--- config.mk ---
export PLATFORM = sky130hd
export DESIGN_NAME = wave_classifier
export DESIGN_NICKNAME = d
export VERILOG_FILES = /design/src/rtl/wave_classifier.sv
export SDC_FILE = /design/constraint.sdc
export NUM_CORES = 1
export LEC_CHECK = 0
export CORE_MARGIN = 3
export CORE_UTILIZATION = 55
export DETAILED_ROUTE_END_ITERATION = 12
export PLACE_DENSITY = 0.76
export SYNTH_ARGS = -nofsm -noshare
export SYNTH_HDL_FRONTEND = slang
export SYNTH_SLANG_ARGS = --single-unit
--- constraint.sdc ---
create_clock -name clk -period 3.3 [get_ports clk]
set_input_delay 0.495 -clock clk [delete_from_list [all_inputs] [get_ports clk]]
set_output_delay 0.495 -clock clk [all_outputs]
set_load 0.02 [all_outputs]
--- src/rtl/wave_classifier.sv ---
// Classifies a 5-bit sample stream per window as square/sawtooth/triangle/unknown
// and tracks the period between zero entries plus peak/trough per window.
module wave_classifier #(
    parameter int WIN = 64,
    parameter int PW  = 8
) (
    input  logic          clk,
    input  logic          rst_n,
    input  logic          restart,
    input  logic          sample_valid,
    input  logic [4:0]    sample,
    output logic          result_valid,
    output logic [1:0]    wave_type,
    output logic [PW-1:0] period,
    output logic [4:0]    peak,
    output logic [4:0]    trough,
    output logic          period_ovf
);

    localparam logic [PW-1:0] PMAX     = {PW{1'b1}};
    localparam logic [PW-1:0] PONE     = {{(PW-1){1'b0}}, 1'b1};
    localparam logic [PW-1:0] PZERO    = {PW{1'b0}};
    localparam logic [7:0]    WIN_LAST = 8'(WIN - 1);

    logic [7:0]    win_cnt_r;
    logic [4:0]    prev_r;
    logic          prev_valid_r;
    logic          hold_r, up1_r, dn1_r, jup_r, jdn_r;
    logic [4:0]    pk_r, tr_r;
    logic [PW-1:0] pcnt_r;
    logic          zero_seen_r;
    logic          ovf_pend_r;
    logic [PW-1:0] per_meas_r;

    logic          accept_s, dv_s, win_last_s, first_s, zero_entry_s, ovf_s;
    logic signed [5:0] delta_s;
    logic          hold_nxt_s, up1_nxt_s, dn1_nxt_s, jup_nxt_s, jdn_nxt_s;
    logic [4:0]    pk_nxt_s, tr_nxt_s;
    logic [PW-1:0] per_nxt_s;

    function automatic logic [1:0] classify(input logic hold, input logic up1,
                                            input logic dn1, input logic jup,
                                            input logic jdn);
        if (up1 && dn1 && !jup && !jdn && !hold) begin
            return 2'b10;
        end else if (up1 && jdn && !dn1 && !jup && !hold) begin
            return 2'b01;
        end else if (hold && jup && jdn && !up1 && !dn1) begin
            return 2'b00;
        end else begin
            return 2'b11;
        end
    endfunction

    // Next-state view of flags, trackers and period measurement for the current sample
    always_comb begin
        accept_s     = sample_valid && !restart;
        delta_s      = {1'b0, sample} - {1'b0, prev_r};
        dv_s         = accept_s && prev_valid_r;
        win_last_s   = accept_s && (win_cnt_r == WIN_LAST);
        first_s      = (win_cnt_r == 8'd0);
        hold_nxt_s   = hold_r | (dv_s && (delta_s == 6'sd0));
        up1_nxt_s    = up1_r  | (dv_s && (delta_s == 6'sd1));
        dn1_nxt_s    = dn1_r  | (dv_s && (delta_s == -6'sd1));
        jup_nxt_s    = jup_r  | (dv_s && (delta_s > 6'sd1));
        jdn_nxt_s    = jdn_r  | (dv_s && (delta_s < -6'sd1));
        pk_nxt_s     = (first_s || (sample > pk_r)) ? sample : pk_r;
        tr_nxt_s     = (first_s || (sample < tr_r)) ? sample : tr_r;
        zero_entry_s = dv_s && (sample == 5'd0) && (prev_r != 5'd0);
        // A counter sitting at max would wrap on +1, so it counts as overflow too
        ovf_s        = ovf_pend_r || (pcnt_r == PMAX);
        if (zero_entry_s && zero_seen_r) begin
            if (ovf_s) begin
                per_nxt_s = PMAX;
            end else begin
                per_nxt_s = pcnt_r + PONE;
            end
        end else begin
            per_nxt_s = per_meas_r;
        end
    end

    // State update, window closing and registered result outputs
    always_ff @(posedge clk or negedge rst_n) begin
        if (!rst_n) begin
            win_cnt_r    <= 8'd0;
            prev_r       <= 5'd0;
            prev_valid_r <= 1'b0;
            hold_r       <= 1'b0;
            up1_r        <= 1'b0;
            dn1_r        <= 1'b0;
            jup_r        <= 1'b0;
            jdn_r        <= 1'b0;
            pk_r         <= 5'd0;
            tr_r         <= 5'd0;
            pcnt_r       <= PZERO;
            zero_seen_r  <= 1'b0;
            ovf_pend_r   <= 1'b0;
            per_meas_r   <= PZERO;
            result_valid <= 1'b0;
            wave_type    <= 2'b11;
            period       <= PZERO;
            peak         <= 5'd0;
            trough       <= 5'd0;
            period_ovf   <= 1'b0;
        end else if (restart) begin
            win_cnt_r    <= 8'd0;
            prev_valid_r <= 1'b0;
            hold_r       <= 1'b0;
            up1_r        <= 1'b0;
            dn1_r        <= 1'b0;
            jup_r        <= 1'b0;
            jdn_r        <= 1'b0;
            pk_r         <= 5'd0;
            tr_r         <= 5'd0;
            pcnt_r       <= PZERO;
            zero_seen_r  <= 1'b0;
            ovf_pend_r   <= 1'b0;
            per_meas_r   <= PZERO;
            result_valid <= 1'b0;
        end else begin
            result_valid <= 1'b0;
            if (accept_s) begin
                prev_r       <= sample;
                prev_valid_r <= 1'b1;
                per_meas_r   <= per_nxt_s;
                if (zero_entry_s) begin
                    pcnt_r      <= PZERO;
                    zero_seen_r <= 1'b1;
                    period_ovf  <= ovf_s;
                    ovf_pend_r  <= 1'b0;
                end else if (pcnt_r == PMAX) begin
                    ovf_pend_r  <= 1'b1;
                end else begin
                    pcnt_r      <= pcnt_r + PONE;
                end
                if (win_last_s) begin
                    result_valid <= 1'b1;
                    wave_type    <= classify(hold_nxt_s, up1_nxt_s, dn1_nxt_s,
                                             jup_nxt_s, jdn_nxt_s);
                    peak         <= pk_nxt_s;
                    trough       <= tr_nxt_s;
                    period       <= per_nxt_s;
                    win_cnt_r    <= 8'd0;
                    hold_r       <= 1'b0;
                    up1_r        <= 1'b0;
                    dn1_r        <= 1'b0;
                    jup_r        <= 1'b0;
                    jdn_r        <= 1'b0;
                    pk_r         <= 5'd0;
                    tr_r         <= 5'd0;
                end else begin
                    win_cnt_r    <= win_cnt_r + 8'd1;
                    hold_r       <= hold_nxt_s;
                    up1_r        <= up1_nxt_s;
                    dn1_r        <= dn1_nxt_s;
                    jup_r        <= jup_nxt_s;
                    jdn_r        <= jdn_nxt_s;
                    pk_r         <= pk_nxt_s;
                    tr_r         <= tr_nxt_s;
                end
            end
        end
    end

endmodule

Yosys cells after proc, flatten, opt, wreduce, memory -nomap -nowiden
Index checks and enable logic that the tools add are counted.

Bits of input ports: 9. Logic and storage cells: 132. Output and inout port bits: 22. Flip-flop bits (word level): 69.

Multiplexer cells: 49. $add $sub $neg: 3. Equal/unequal tests: 5. Reduce and logical (&&, ||, !) cells: 45. Order comparisons: 4. Bitwise operators: 6.

Operator list (number): 8-bit 2-to-1 mux (11); 5-bit 2-to-1 mux (8); 1-bit 2-to-1 mux (27); 1-bit logical AND (23); 8-bit by 1-bit adder with 8-bit output, second input constant (2); 8-bit by 6-bit equality test with 1-bit output, second input constant (1); 8-bit equality test, second input constant (1); 8-bit logical NOT (1); 2-bit AND reduction (4); 6-bit by 1-bit equality test with 1-bit output, second input constant (1); 6-bit by 2-bit equality test with 1-bit output, second input constant (1); 6-bit by 2-bit > comparator with 1-bit output, second input constant (1); 1-bit logical NOT (6); 6-bit logical NOT (1); 6-bit by 1-bit less-than comparator with 1-bit output, second input constant (1); 2-bit 2-to-1 mux (3); 3-bit AND reduction (2); 5-bit by 5-bit subtractor with 6-bit output (1); 5-bit > comparator (1); 5-bit logical NOT (1); 5-bit less-than comparator (1); 1-bit bitwise OR (5); 5-bit nonzero test (1); 2-bit nonzero test (2); 4 further kinds (6).

Logic depth before layout (Yosys ltp)
Gate-level depths: netlist of run 1.

Depth after elaboration: 12. Depth in mapped cells: 11. Mapped depth without buffers: 11.

Worst setup path after synthesis of run 1
No wires, ideal clock.

Path kind: input -> register. Start: input sample[0]. End: register wave_type[1]. Path buffers: 0. Setup time: 0.083 ns. Arrival: 2.552 ns. Stages on the path: 11. Data required time: 3.217 ns. Path slack: 0.665 ns. Path through: inv_1 -> ha_1 -> inv_1 -> fa_1 -> a21o_1 -> a21oi_2 -> xnor2_2 -> nor4_4 -> mux2i_1 -> o32ai_2 -> a41oi_1.

Cells in the longest elaborated chain, start to end: 11. Elaborated cells on any way between the ends: 36. Those cells by class: add/sub: 1; order compare: 2; eq/ne: 2; mux: 3; bitwise: 5; reduce/logical: 23.

Ends and longest elaborated chain: start, declared (line 11) `input logic [4:0] sample,`; 5-bit by 5-bit subtractor with 6-bit output * (line 58) `delta_s = {1'b0, sample} - {1'b0, prev_r};`; 6-bit by 2-bit > comparator with 1-bit output or 6-bit logical NOT (tied branches) (line 65, 62); 1-bit logical AND, on equally long branches (line 65, 62); 1-bit bitwise OR, on equally long branches (line 65, 62); 1-bit logical AND (4 in a row) (line 48) `end else if (hold && jup && jdn && !up1 && !dn1) begin`; 2-bit 2-to-1 mux (line 48); 2-bit 2-to-1 mux (line 46) `end else if (up1 && jdn && !dn1 && !jup && !hold) begin`; 2-bit 2-to-1 mux * (line 44) `if (up1 && dn1 && !jup && !jdn && !hold) begin`; end signal, assigned (line 139) `wave_type <= classify(hold_nxt_s, up1_nxt_s, dn1_nxt_s,`; end, declared (line 13) `output logic [1:0] wave_type,`.

Mark *: on every way between the ends. The rest lies on a longest branch, timed or not. A chain may end at the register's enable or synchronous reset.

Worst setup path after layout of run 1
Start: input sample[0]. End: register wave_type[0].

The elaborated chain is that of the path after synthesis.

==> results.json, run 1 <==
{
  "post_synth_instance_area_mm2": 0.003721,
  "maxClockFrequency_mhz": 336.7,
  "cp_data_required_time_ps": 3560,
  "dr_total_vias": 3049,
  "drt-total-wl_um": 8347,
  "synth.avg_cell_area_um2": 9.420,
  "dpl_worst_slack_ps": -1.172,
  "number_of_global_route_vias_before_repair": 2852,
  "yosysTopAreaCell": "sky130_fd_sc_hd__dfrtp_1",
  "global_route.usage.total_pct": 23.31,
  "fin_tns_setup_ps": 0,
  "num_rows": 29,
  "synth_cell_types": 55,
  "post_layout_minimum_cycle_time_ps": 2970,
  "cts_max_path_buffers": 2,
  "main_combinational_cell_family_by_area_after_synthesis": "simple AND/OR/NAND/NOR gates",
  "worst-endpoint-arrival_ps": 3230,
  "yosys.area_share.adder_pct": 6.254,
  "drt_first_pass_iters": 5,
  "ff_latch_area_mm2": 0.001729,
  "ff2ff_setup_slack_ps": 640,
  "gate_count_post_synth": 395,
  "timing.final.setup_violations": 0,
  "worst-setup-path-type": "input port to flip-flop",
  "synth.top_cells.by_area": "sky130_fd_sc_hd__dfrtp_1, sky130_fd_sc_hd__ha_1, sky130_fd_sc_hd__nand2_1, sky130_fd_sc_hd__o21ai_0, sky130_fd_sc_hd__nor2_1",
  "timing.critical_path.to": "wave_type[0]",
  "yosys.area_share.simple_pct": 20.58,
  "clock_buffers_created_by_tritoncts": 9,
  "die_height_um": 88.26,
  "dominantRegCellSynth": "sky130_fd_sc_hd__dfrtp_1",
  "gr-total-overflow": 0,
  "port_buffers": 30,
  "num-nets-final": 464,
  "worstHoldPathType": "input port to async pin",
  "h-tree-depth": 3,
  "setup.worst_path.start": "sample[0]",
  "mappedNetlistNets": 422,
  "synth.top_cells.by_count": "sky130_fd_sc_hd__dfrtp_1, sky130_fd_sc_hd__nand2_1, sky130_fd_sc_hd__nor2_1, sky130_fd_sc_hd__o21ai_0, sky130_fd_sc_hd__inv_1",
  "synthMuxAreaShare_pct": 1.244,
  "timing.critical_path.to_type": "flip-flop",
  "grt_start_max_net_pins": 48,
  "drt_iter0_drc": 229,
  "crit_path_start_kind": "input port",
  "worstSkewPairLatency_ps": 350,
  "fp.coreArea_mm2": 0.006459,
  "clock_tree_from_tritoncts": "yes",
  "critical_path.max_fanout": 4,
  "placed_area_mm2": 0.004168,
  "rsz_0062_raised_after_global_routing": "no",
  "timing_max_transition_violations_final": 0,
  "areaGrowthSynthToFinish_pct": 17.48,
  "postRouteAntennaNets": 0,
  "cts_post_setup_buffers_inserted": 0,
  "synth-compound-area-share_pct": 17.82,
  "die-area_mm2": 0.007789,
  "final_critical_path_setup_slack_ps": 330.3,
  "async_flop_share_pct": 100.0,
  "yosysWarningCount": 0,
  "synth-edff-count": 0,
  "timing.rr.end": "wave_type[0]",
  "sequential_area_share_after_synthesis_pct": 46.47,
  "max_cap_violations": 0,
  "flip_flop_and_latch_count_after_synthesis": 69,
  "cts.repair.resized": 0,
  "postCtsHoldBufs": 0,
  "r2r_cells": 10,
  "wl_per_cell_um": 16.08,
  "worst-slew-pin-transition_ps": 1037,
  "remaining_drc_errors": 0,
  "finalWeightedCongestion": 0.8229,
  "clkSinkCount": 69,
  "antenna_cells_inserted": 0,
  "critical_path.reg2reg.startpoint": "prev_r[0]",
  "filler_cell_count": 527,
  "dp_hpwl_um": 6095,
  "finalHoldViolCount": 0,
  "design.portCount": 31,
  "synthXorXnorAreaFrac_pct": 3.968,
  "antenna_found_initial": 0,
  "timing.max_slew.rel_slack_pct": 30.88,
  "whs_ps": 324.2,
  "grt_first_pass_wirelength_um": 13920,
  "floorplan.initialDensity_pct": 57.61,
  "ratio_of_routed_vias_to_standard_cells": 5.875,
  "vdd_ir_drop_max_mv": 0.2409,
  "synth_largest_type_area_fraction_pct": 45.06,
  "status": "finished clean",
  "layout-drive-gt1-share_pct": 12.44,
  "finClkSkew_ps": 10.97,
  "period_utilization_post_route_pct": 89.99,
  "cts.clk_slew.worst_paths_ps": 80,
  "die_width_um": 88.26,
  "synth_most_common_cell": "sky130_fd_sc_hd__dfrtp_1",
  "fin_area_mm2": 0.004372,
  "powerDensity_mw_per_mm2": 434.1,
  "root_buffer": "sky130_fd_sc_hd__clkbuf_8",
  "p_leak_uw": 0.001895,
  "multiInputGateArea_mm2": 0.001856
}
state kept, by name, indices dropped and copies added, names as in the netlist, 2 cells and up:
name        cells
pcnt_r          8
peak            5
per_meas_r      8
period          8
pk_r            5
prev_r          5
tr_r            5
trough          5
wave_type       2
win_cnt_r       8
cell usage in the layout (no fill, tap or decap), types with 3 or more instances in the layout:
cell and instances:
sky130_fd_sc_hd__nor2b_1 3, sky130_fd_sc_hd__clkdlybuf4s50_1 29, sky130_fd_sc_hd__nor3_1 4, sky130_fd_sc_hd__inv_1 19, sky130_fd_sc_hd__o21a_1 3, sky130_fd_sc_hd__dfrtp_1 67
sky130_fd_sc_hd__nor2_1 37, sky130_fd_sc_hd__xor2_1 7, sky130_fd_sc_hd__nand4_1 7, sky130_fd_sc_hd__a31oi_1 3, sky130_fd_sc_hd__o21ai_1 5, sky130_fd_sc_hd__o21ai_0 37
sky130_fd_sc_hd__clkbuf_8 9, sky130_fd_sc_hd__nor4_1 3, sky130_fd_sc_hd__or2_2 7, sky130_fd_sc_hd__nand2_1 54, sky130_fd_sc_hd__nand3_1 17, sky130_fd_sc_hd__ha_1 17
sky130_fd_sc_hd__a21oi_1 14, sky130_fd_sc_hd__o211ai_1 5, sky130_fd_sc_hd__and3_1 5, sky130_fd_sc_hd__a21o_1 7, sky130_fd_sc_hd__buf_4 16, sky130_fd_sc_hd__a32o_1 10
sky130_fd_sc_hd__inv_6 3, sky130_fd_sc_hd__xnor2_1 8
final cells by class:
cell class | instances | area share (%)
Clock inverter | 7 | 1.832
Multi-Input combinational cell | 292 | 42.44
Clock buffer | 9 | 2.833
Sequential cell | 69 | 39.55
Timing Repair Buffer | 46 | 9.502
Tap cell | 77 | 2.204
Inverter | 19 | 1.631
worst min-delay path by stage:
stage              start   endpoint  slack [ps]  depth (start not counted)
2_1_floorplan      rst_n      dn1_r         200                          0
3_3_place_gp   period[3]  period[3]         460                          2
3_5_place_dp   period[1]  period[1]         470                          2
4_1_cts            rst_n  period[5]         350                          1
5_1_grt            rst_n  period[3]         410                          1
6_report           rst_n  period[5]         320                          1
critical path, stage by stage:
cell                              delay [ps]
sky130_fd_sc_hd__clkdlybuf4s50_1         460
sky130_fd_sc_hd__inv_1                   110
sky130_fd_sc_hd__ha_1                    180
sky130_fd_sc_hd__inv_1                    50
sky130_fd_sc_hd__fa_1                    390
sky130_fd_sc_hd__a21o_1                  180
sky130_fd_sc_hd__a21oi_2                 170
sky130_fd_sc_hd__xnor2_2                 130
sky130_fd_sc_hd__nor4_4                  370
sky130_fd_sc_hd__mux2i_1                 340
sky130_fd_sc_hd__nor4_1                  100
sky130_fd_sc_hd__a211oi_1                240
kinds of logic after synthesis:
group	Yosys count
flip-flops	69
XOR/XNOR	16
AND/OR/NAND/NOR	154
AO/OA/AOI/OAI	100
adder cells (fa/ha/maj)	18
multiplexers	4
buffers and inverters	34
through the flow:
step	util (%)	total power (uW)	std cells
finish	67.69	1898	519
global route	67.69	1986	519
CTS	67.69	1906	519
detailed placement	64.53	1192	503
global placement	64.53	1181	503
floorplan	-	1097	395
per-layer routing:
metal,track usage (%),routed length [um],vias to the layer above
met3,3.166,373,15
met1,33.07,3900,1445
met5,0,0,-
met4,9.615,165,0
met2,36.17,3908,94
li1,-,-,1495
where the power goes:
group	internal, uW	leakage (uW)	total (uW)	switching [uW]
Combinational	117	0.000861	294	176
Sequential	868	0.000938	888	19.5
Clock	358	0.0000968	716	358
Total	1340	0.00190	1900	554
(Power assumes the default switching activity.)
==> run 2, diff against run 1 <==
--- a/config.mk
+++ b/config.mk
@@ -9,6 +9,7 @@
 export CORE_UTILIZATION = 55
 export DETAILED_ROUTE_END_ITERATION = 12
 export PLACE_DENSITY = 0.76
+export SLEW_MARGIN = 10
 export SYNTH_ARGS = -nofsm -noshare
 export SYNTH_HDL_FRONTEND = slang
 export SYNTH_SLANG_ARGS = --single-unit
==> results of run 2 <==
Same layout as run 1: the final DEF is identical, and so are final timing and power.
==> run 3, diff against run 2 <==
--- a/config.mk
+++ b/config.mk
@@ -6,10 +6,9 @@
 export NUM_CORES = 1
 export LEC_CHECK = 0
 export CORE_MARGIN = 3
-export CORE_UTILIZATION = 55
+export CORE_UTILIZATION = 45
 export DETAILED_ROUTE_END_ITERATION = 12
-export PLACE_DENSITY = 0.76
-export SLEW_MARGIN = 10
+export SLEW_MARGIN = 20
 export SYNTH_ARGS = -nofsm -noshare
 export SYNTH_HDL_FRONTEND = slang
 export SYNTH_SLANG_ARGS = --single-unit
==> run 3 against run 2 <==
Compared with the run above:
- combinational power about the same
- global-route usage down 4.2 points
- first-iteration DRC count fell by 48%
- sequential share of layout area shrank 0.48 points
- utilization decreased by 12 points
- critical endpoint unchanged
==> results.json, run 3 (synthesis gave the netlist of run 1 again) <==
{
  "layout_commonest_cell": "sky130_fd_sc_hd__dfrtp_1",
  "finClkSkew_ps": 8.338,
  "post_layout_minimum_cycle_time_ps": 2973,
  "remaining_drc_errors": 0,
  "rsz_0062_raised_after_global_routing": "no",
  "cts.repair.resized": 0,
  "design.portCount": 31,
  "worst-slew-pin-transition_ps": 775.3,
  "timing.final.setup_violations": 0,
  "cp_common_cell": "sky130_fd_sc_hd__inv_1",
  "status": "finished clean",
  "finalWeightedCongestion": 0.8132,
  "drt_first_pass_iters": 4,
  "maxClockFrequency_mhz": 336.4,
  "num_rows": 32,
  "timing.critical_path.to_type": "flip-flop",
  "filler_cell_count": 718,
  "dr_total_vias": 3009,
  "globalRouteMet1Util_pct": 27.84,
  "postCtsHoldBufs": 0,
  "die-area_mm2": 0.009396,
  "grt_first_pass_wirelength_um": 14670,
  "p_total_uw": 1899,
  "top_library_cells_by_usage_in_the_layout_fill_and_taps_aside": "sky130_fd_sc_hd__dfrtp_1, sky130_fd_sc_hd__nand2_1, sky130_fd_sc_hd__nor2_1, sky130_fd_sc_hd__o21ai_0, sky130_fd_sc_hd__clkdlybuf4s50_1",
  "number_of_global_route_vias_before_repair": 2961,
  "cp_data_required_time_ps": 3550,
  "root_buffer": "sky130_fd_sc_hd__clkbuf_8",
  "worstSkewPairLatency_ps": 340,
  "timing.max_slew.rel_slack_pct": 48.31,
  "groute.layer.met3.usage_pct": 4.110,
  "largest_delay_contributor_family_on_the_critical_path": "compound AO/OA/AOI/OAI gates",
  "global_route.usage.total_pct": 19.15,
  "finalHoldViolCount": 0,
  "fin_area_mm2": 0.004425,
  "worst-setup-path-type": "input port to flip-flop",
  "floorplan.initialDensity_pct": 47.18,
  "placed_area_mm2": 0.004219,
  "clock_buffers_created_by_tritoncts": 9,
  "post-place-cells": 529,
  "worstHoldPathType": "input port to async pin",
  "cts_max_path_buffers": 2,
  "drt-total-wl_um": 8332,
  "final-instance-count-excl-fill": 545,
  "critPathBufInv": 3,
  "slowest_delay_ps": 480,
  "period_utilization_post_route_pct": 90.09,
  "wl_per_cell_um": 15.29,
  "critical-path-slowest-cell": "sky130_fd_sc_hd__o311ai_0",
  "areaGrowthSynthToFinish_pct": 18.93,
  "p_leak_uw": 0.001912,
  "drt_iter0_drc": 119,
  "dp_hpwl_um": 6257,
  "critical_path.cell_chain": "clkdlybuf4s50_1 -> inv_1 -> ha_1 -> inv_1 -> fa_1 -> a21o_1 -> a21oi_2 -> xnor2_2 -> o311ai_0 -> and2b_1 -> nor4_1 -> a211oi_1",
  "die_width_um": 96.94,
  "fin_tns_setup_ps": 0,
  "crit_path_start_kind": "input port",
  "clock_tree_from_tritoncts": "yes",
  "grt_start_max_net_pins": 38,
  "postRouteAntennaNets": 0,
  "powerDensity_mw_per_mm2": 429.2,
  "gr-usage-met2_pct": 28.98,
  "ratio_of_routed_vias_to_standard_cells": 5.521,
  "fp.coreArea_mm2": 0.007888,
  "gr-total-overflow": 0,
  "cts.clk_slew.worst_paths_ps": 80,
  "clkSinkCount": 69,
  "antenna_found_initial": 0,
  "port_buffers": 30,
  "max_cap_violations": 0,
  "layout-drive-gt1-share_pct": 12.64,
  "cts_post_setup_buffers_inserted": 0,
  "top_usage_layer": "met2",
  "timing_max_transition_violations_final": 0,
  "vdd_ir_drop_max_mv": 0.2231,
  "worst-endpoint-arrival_ps": 3230,
  "critical_path.max_fanout": 4,
  "die_height_um": 96.94,
  "num-nets-final": 465,
  "antenna_cells_inserted": 0,
  "h-tree-depth": 3
}
## run 3: changes by cell type in the layout (fill, tap and decap cells not counted), sizes merged
cell	delta
clkbuf	+1
inv	-1
clkinvlp	-1
clkinv	+1
buf	+1
## run 3: layer usage
metal	share of wire, %	vias to the layer above
li1	-	1491
met1	51	1456
met2	44	55
met3	3.6	7
met4	1.1	0
met5	0	-
## run 3: final cells by class
class | instances | area (um^2) | share of cell area, %
Clock buffer | 10 | 137.6 | 3.110
Timing Repair Buffer | 47 | 435.4 | 9.839
Tap cell | 102 | 127.6 | 2.884
Sequential cell | 69 | 1729 | 39.07
Multi-Input combinational cell | 292 | 1856 | 41.93
Clock inverter | 6 | 68.82 | 1.555
Inverter | 19 | 71.32 | 1.612
## run 3: where the power goes
group | switching (uW) | leakage (uW) | internal, uW
Clock | 346 | 0.000103 | 375
Sequential | 19.4 | 0.000938 | 868
Combinational | 173 | 0.000871 | 117
## run 3: worst paths after layout
check / startpoint / cells past startpoint / slack [ps] / to
max in group asynchronous: rst_n / 2 / 2350 / wave_type[0]
max reg2reg: prev_r[0] / 10 / 700 / wave_type[0]
max: sample[0] / 12 / 330 / wave_type[0]
min reg2reg: peak[0] / 2 / 480 / peak[0]
min in group clk: peak[0] / 2 / 480 / peak[0]
min: rst_n / 1 / 220 / period[4]
## run 3: stage by stage
| stage | hold slack, ps | utilization [%] | setup slack, ps |
|---|---|---|---|
| 2_1_floorplan | 199.4 | - | 665.2 |
| 3_3_place_gp | 460.9 | 53.49 | 83.78 |
| 3_5_place_dp | 471.9 | 53.49 | -41.27 |
| 4_1_cts | 228.5 | 56.11 | 307.7 |
| 5_1_grt | 255.6 | 56.11 | 100.1 |
| 6_report | 218.3 | 56.11 | 327.1 |
==> patch 1, RTL diff (flow settings as in run 1) <==
Register the output `result_valid` once more, with the module's reset; this adds one clock of latency there. The other outputs are not delayed to match.
--- a/src/rtl/wave_classifier.sv
+++ b/src/rtl/wave_classifier.sv
@@ -21,6 +21,8 @@
     localparam logic [PW-1:0] PONE     = {{(PW-1){1'b0}}, 1'b1};
     localparam logic [PW-1:0] PZERO    = {PW{1'b0}};
     localparam logic [7:0]    WIN_LAST = 8'(WIN - 1);
+
+    logic result_valid_s0;
 
     logic [7:0]    win_cnt_r;
     logic [4:0]    prev_r;
@@ -97,7 +99,7 @@
             zero_seen_r  <= 1'b0;
             ovf_pend_r   <= 1'b0;
             per_meas_r   <= PZERO;
-            result_valid <= 1'b0;
+            result_valid_s0 <= 1'b0;
             wave_type    <= 2'b11;
             period       <= PZERO;
             peak         <= 5'd0;
@@ -117,9 +119,9 @@
             zero_seen_r  <= 1'b0;
             ovf_pend_r   <= 1'b0;
             per_meas_r   <= PZERO;
-            result_valid <= 1'b0;
+            result_valid_s0 <= 1'b0;
         end else begin
-            result_valid <= 1'b0;
+            result_valid_s0 <= 1'b0;
             if (accept_s) begin
                 prev_r       <= sample;
                 prev_valid_r <= 1'b1;
@@ -135,7 +137,7 @@
                     pcnt_r      <= pcnt_r + PONE;
                 end
                 if (win_last_s) begin
-                    result_valid <= 1'b1;
+                    result_valid_s0 <= 1'b1;
                     wave_type    <= classify(hold_nxt_s, up1_nxt_s, dn1_nxt_s,
                                              jup_nxt_s, jdn_nxt_s);
                     peak         <= pk_nxt_s;
@@ -163,5 +165,13 @@
         end
     end
 
+    always_ff @(posedge clk or negedge rst_n) begin
+        if (!rst_n) begin
+            result_valid <= '0;
+        end else begin
+            result_valid <= result_valid_s0;
+        end
+    end
+
 endmodule
 
Behaviour: no difference found for any inputs over 10 cycles, from zero or initial values and one cycle with rst_n low; that may be too few to reach the edited logic, so the function may still have changed.
==> patch 1 against run 1 <==
Wire length is 1.8% lower. First-iteration DRC count is 40% lower. Area after synthesis is 2.1% higher. Sequential cell count is 1 higher. Worst setup slack better by 0.069 ns. Maximum frequency is 2.4% higher. Synthesized cell count is 1.0% lower. Die area is 1.9% higher. Critical path depth stayed put. Total power is 6.2% lower. Combinational power is 4% lower. Final area stayed put. Largest cell class unchanged. Highest routed layer unchanged.
==> patch 1: results (changes against run 1) <==
outcome:
  status: "complete, no violations"  # unchanged
synth:
  ys_async_sr_fraction_pct: 100  # unchanged
  ys_types: 64  # was 55
  avgSynthCellArea_um2: 9.72  # was 9.42 um^2
  synthTopCellsByArea: "dfrtp_1, ha_1, nand2_1"  # unchanged
  yosys-top-cells-count: "dfrtp_1, nand2_1, nor2_1"  # was dfrtp_1, nand2_1, nor2_1, o21ai_0, inv_1
  synth_nets: 418  # was 422
  synthFlopType: "dfrtp_1"  # unchanged
  yosysSeqAreaShare_pct: 46.2  # was 46.5%
  ys.warnings.count: 0  # unchanged
global_routing:
  grt_pass1_vias: 2942  # was 2852
  use_met2_pct: 37.0  # was 36.2%
  grt_use_total_pct: 23.2  # was 23.3%
  grtUsageMet1_pct: 31.2  # was 33.1%
  use_met3_pct: 6.08  # was 3.17%
  grt_start_max_net_pins: 31  # was 48
  grt_antenna_before_repair: 0  # unchanged
  grt_first_pass_wirelength_um: 14100  # was 13900 um
clocking:
  post-cts-setup-buffers: 0  # unchanged
  clk_pin_slew_ns: 0.08  # about the same
  ctsResizeCount: 0  # unchanged
  htreeDepth: 3  # unchanged
  cts_buffer_depth: 2  # unchanged
  worstSkewPairLatency_ns: 0.34
  numCtsBuffers: 9  # unchanged
  cts_root_buf: "clkbuf_8"  # unchanged
placed_design:
  gp_congestion: 0.886  # was 0.823
  dp.cells: 495  # was 503
  dp_hpwl_um: 6020  # was 6100 um
  io_buffers: 30  # unchanged
routing:
  routed_via_density: 5.87  # about the same
  drtPass1Iterations: 4  # was 5
  wl_per_cell_um: 16.0  # was 16.1 um
  drt-initial-drc-count: 138  # was 229
  wl_um: 8200  # was 8350 um
worst_hold_path:
  hp-class: "primary input to asynchronous set/reset pin"  # unchanged
finish:
  antennaDiodeCount: 0  # unchanged
  drive_gt1_share_pct: 12.0  # was 12.4%
  final_nets: 456  # was 464
sta:
  setup_viol: 0  # unchanged
  relSlewSlack_pct: 47.6  # was 30.9%
  fin_worst_skew_ns: 0.0126  # was 0.0110 ns
worst_setup_path:
  arrival_ns: 3.17  # was 3.23 ns
  crit_fanout: 5  # was 4
power_and_ir_drop:
  p_leak_uw: 0.00193  # was 0.00190 uW
  p_sw_uw: 502  # was 554 uW
  max-vdd-ir-drop_v: 0.000279  # was 0.000241 V
-- patch 1: cell types whose count changed in the layout (fill, tap and decap cells not counted), moves of 4 or more --
cell | before | now
nand3_1 | 17 | 12
or2_2 | 7 | 2
o21ai_1 | 5 | 10
a21oi_1 | 14 | 19
buf_4 | 16 | 12
o211ai_1 | 5 | 0
o21ai_0 | 37 | 23
-- patch 1: cell families after synthesis --
group | synth area share [%]
adder cells (fa/ha/maj) | 6.13
buffers and inverters | 3.89
AND/OR/NAND/NOR | 20.0
multiplexers | 0.264
XOR/XNOR | 4.15
flip-flops | 46.2
AO/OA/AOI/OAI | 19.4
-- patch 1: area by class of cell --
cell class,count,area [um^2]
fill,534,2160
timing repair buffer,42,385
tap,77,96.3
clock buffer,12,145
inverter,19,71.3
sequential,70,1750
clock inverter,4,22.5
multi-input combinational,287,1900
-- patch 1: final timing paths --
check | end | cells after the start | slack (ns) | from
setup / recovery | wave_type[0]$_DFFE_PN1P_ | 12 | 0.40 | sample[0]
hold / removal | period[3]$_DFFE_PN0P_ | 1 | 0.18 | rst_n
setup reg to reg | wave_type[0]$_DFFE_PN1P_ | 10 | 0.85 | prev_r[0]$_DFFE_PN0P_
hold reg to reg | result_valid$_DFF_PN0_ | 0 | 0.33 | result_valid_s0$_DFF_PN0_
max in group asynchronous | tr_r[1]$_DFFE_PN0P_ | 2 | 2.38 | rst_n
min in group clk | result_valid$_DFF_PN0_ | 0 | 0.33 | result_valid_s0$_DFF_PN0_
-- patch 1: routing by layer --
layer | vias to the layer above | wire length [um] | share of wire, %
li1 | 1480 | - | -
met1 | 1430 | 3780 | 46
met2 | 79 | 3860 | 47
met3 | 13 | 444 | 5.4
met4 | 0 | 110 | 1.3
met5 | - | 0 | 0
-- patch 1: stage by stage --
step	total power (uW)	setup slack (ns)	area, um^2
4_1_cts	1800	0.397	4370
6_report	1780	0.399	4370
3_3_place_gp	1190	0.194	4200
3_5_place_dp	1200	0.0928	4200
2_1_floorplan	1110	0.833	3800
5_1_grt	1870	0.123	4370
-- patch 1: power by group through the flow --
stage | clock network, uW | registers (uW) | logic [uW]
detailed placement | 0 | 918 | 283
CTS | 611 | 901 | 284
global route | 652 | 904 | 318
floorplan | 0 | 915 | 193
global placement | 0 | 916 | 276
finish | 597 | 901 | 283
-- patch 1: worst max-delay path, stage by stage --
cell and delay [ns]:
clkdlybuf4s50_1 0.48, inv_1 0.17, ha_1 0.19, inv_1 0.05, fa_1 0.40, a211oi_1 0.32, nor2_1 0.12, o21a_1 0.23
nand3_1 0.16, mux2i_1 0.27, nor2_1 0.10, a211oi_2 0.19
==> patch 2, RTL diff (settings of run 1) <==
Made on the original files. `PW`: 8 -> 7.
--- a/src/rtl/wave_classifier.sv
+++ b/src/rtl/wave_classifier.sv
@@ -2,7 +2,7 @@
 // and tracks the period between zero entries plus peak/trough per window.
 module wave_classifier #(
     parameter int WIN = 64,
-    parameter int PW  = 8
+    parameter int PW  = 7
 ) (
     input  logic          clk,
     input  logic          rst_n,
Interface: changed (resized period); port bits go from 31 to 30. No check against the original RTL was run, so the function may have changed too.
==> patch 2 against run 1 <==
Area after synthesis down 2.8%. Cell count down 1.9%. Register-to-register slack better by 0.16 ns. Worst setup slack better by 0.20 ns. Wire length down 2.2%. Clock skew about the same. Sequential cell count down 3. Final area down 2.9%. Critical endpoint is now wave_type[1]$_DFFE_PN1P_. Global-route usage up 0.48 points. Largest cell class unchanged. Critical path type unchanged. Total power down 4.7%.
==> patch 2: results (changes against run 1) <==
outcome:
  status: "complete, no violations"  # unchanged
finish:
  n_all_inverters: 23  # was 19
  nonClkBufAreaFrac_pct: 9.38  # was 9.50%
  multi_input_gates: 285  # was 292
  drive_gt1_share_pct: 10.8  # was 12.4%
  n_clock_buffer: 11  # was 9
  multi_input_area_share_pct: 42.8  # was 42.4%
  regArea_um2: 1650  # was 1730 um^2
  n_all_buffers: 44  # was 46
placed_design:
  io_buffers: 29  # was 30
  pre_cts_ws_ns: 0.172  # was -0.00117 ns
sta:
  fin_worst_skew_ns: 0.0111  # was 0.0110 ns
  layout_setup_ws_ns: 0.529  # was 0.330 ns
power_and_ir_drop:
  clkPwrFrac_pct: 36.4  # was 37.7%
routing:
  wl_per_cell_um: 16.0  # was 16.1 um
  drtPass1Iterations: 4  # was 5
  drt-initial-drc-count: 205  # was 229
global_routing:
  use_met3_pct: 4.92  # was 3.17%
  grt_use_total_pct: 23.8  # was 23.3%
  grt_first_pass_wirelength_um: 14200  # was 13900 um
  grt_start_max_net_pins: 25  # was 48
synth:
  yosysSeqAreaShare_pct: 45.7  # was 46.5%
  avgSynthCellArea_um2: 9.33  # was 9.42 um^2
  yosys-top-cells-count: "dfrtp_1, nand2_1, o21ai_0"  # was dfrtp_1, nand2_1, nor2_1, o21ai_0, inv_1
  synthTopCellsByArea: "dfrtp_1, ha_1, o21ai_0"  # was dfrtp_1, ha_1, nand2_1
worst_setup_path:
  rr_worst_depth: 9  # was 10
## patch 2: logic make-up (layout without fill, tap and decap cells)
group                      count (synthesis)  after routing  synth area share (%)
xor gates and xnor gates                   8              8                  1.94
adders and majority gates                 18             18                  6.43
AOI/OAI and AO/OA                         93             93                  17.4
muxes                                      8              8                  2.21
buffers and inverters                     37             83                  4.11
DFF                                       66             66                  45.7
and+or+nand+nor                          158            158                  22.2
## patch 2: worst max-delay path: stages
cell             delay [ns]
clkdlybuf4s50_1        0.42
inv_1                  0.09
ha_1                   0.20
inv_1                  0.07
fa_1                   0.40
and3_1                 0.17
or3_4                  0.34
a221oi_4               0.39
a32oi_1                0.13
o32ai_1                0.26
nor2_1                 0.07
## patch 2: per-stage QoR
stage,utilization (%),instance area (um^2)
finish,69.2,4240
global route,69.2,4240
CTS,69.2,4240
detailed placement,66.0,4050
global placement,66.0,4050
floorplan,-,3620
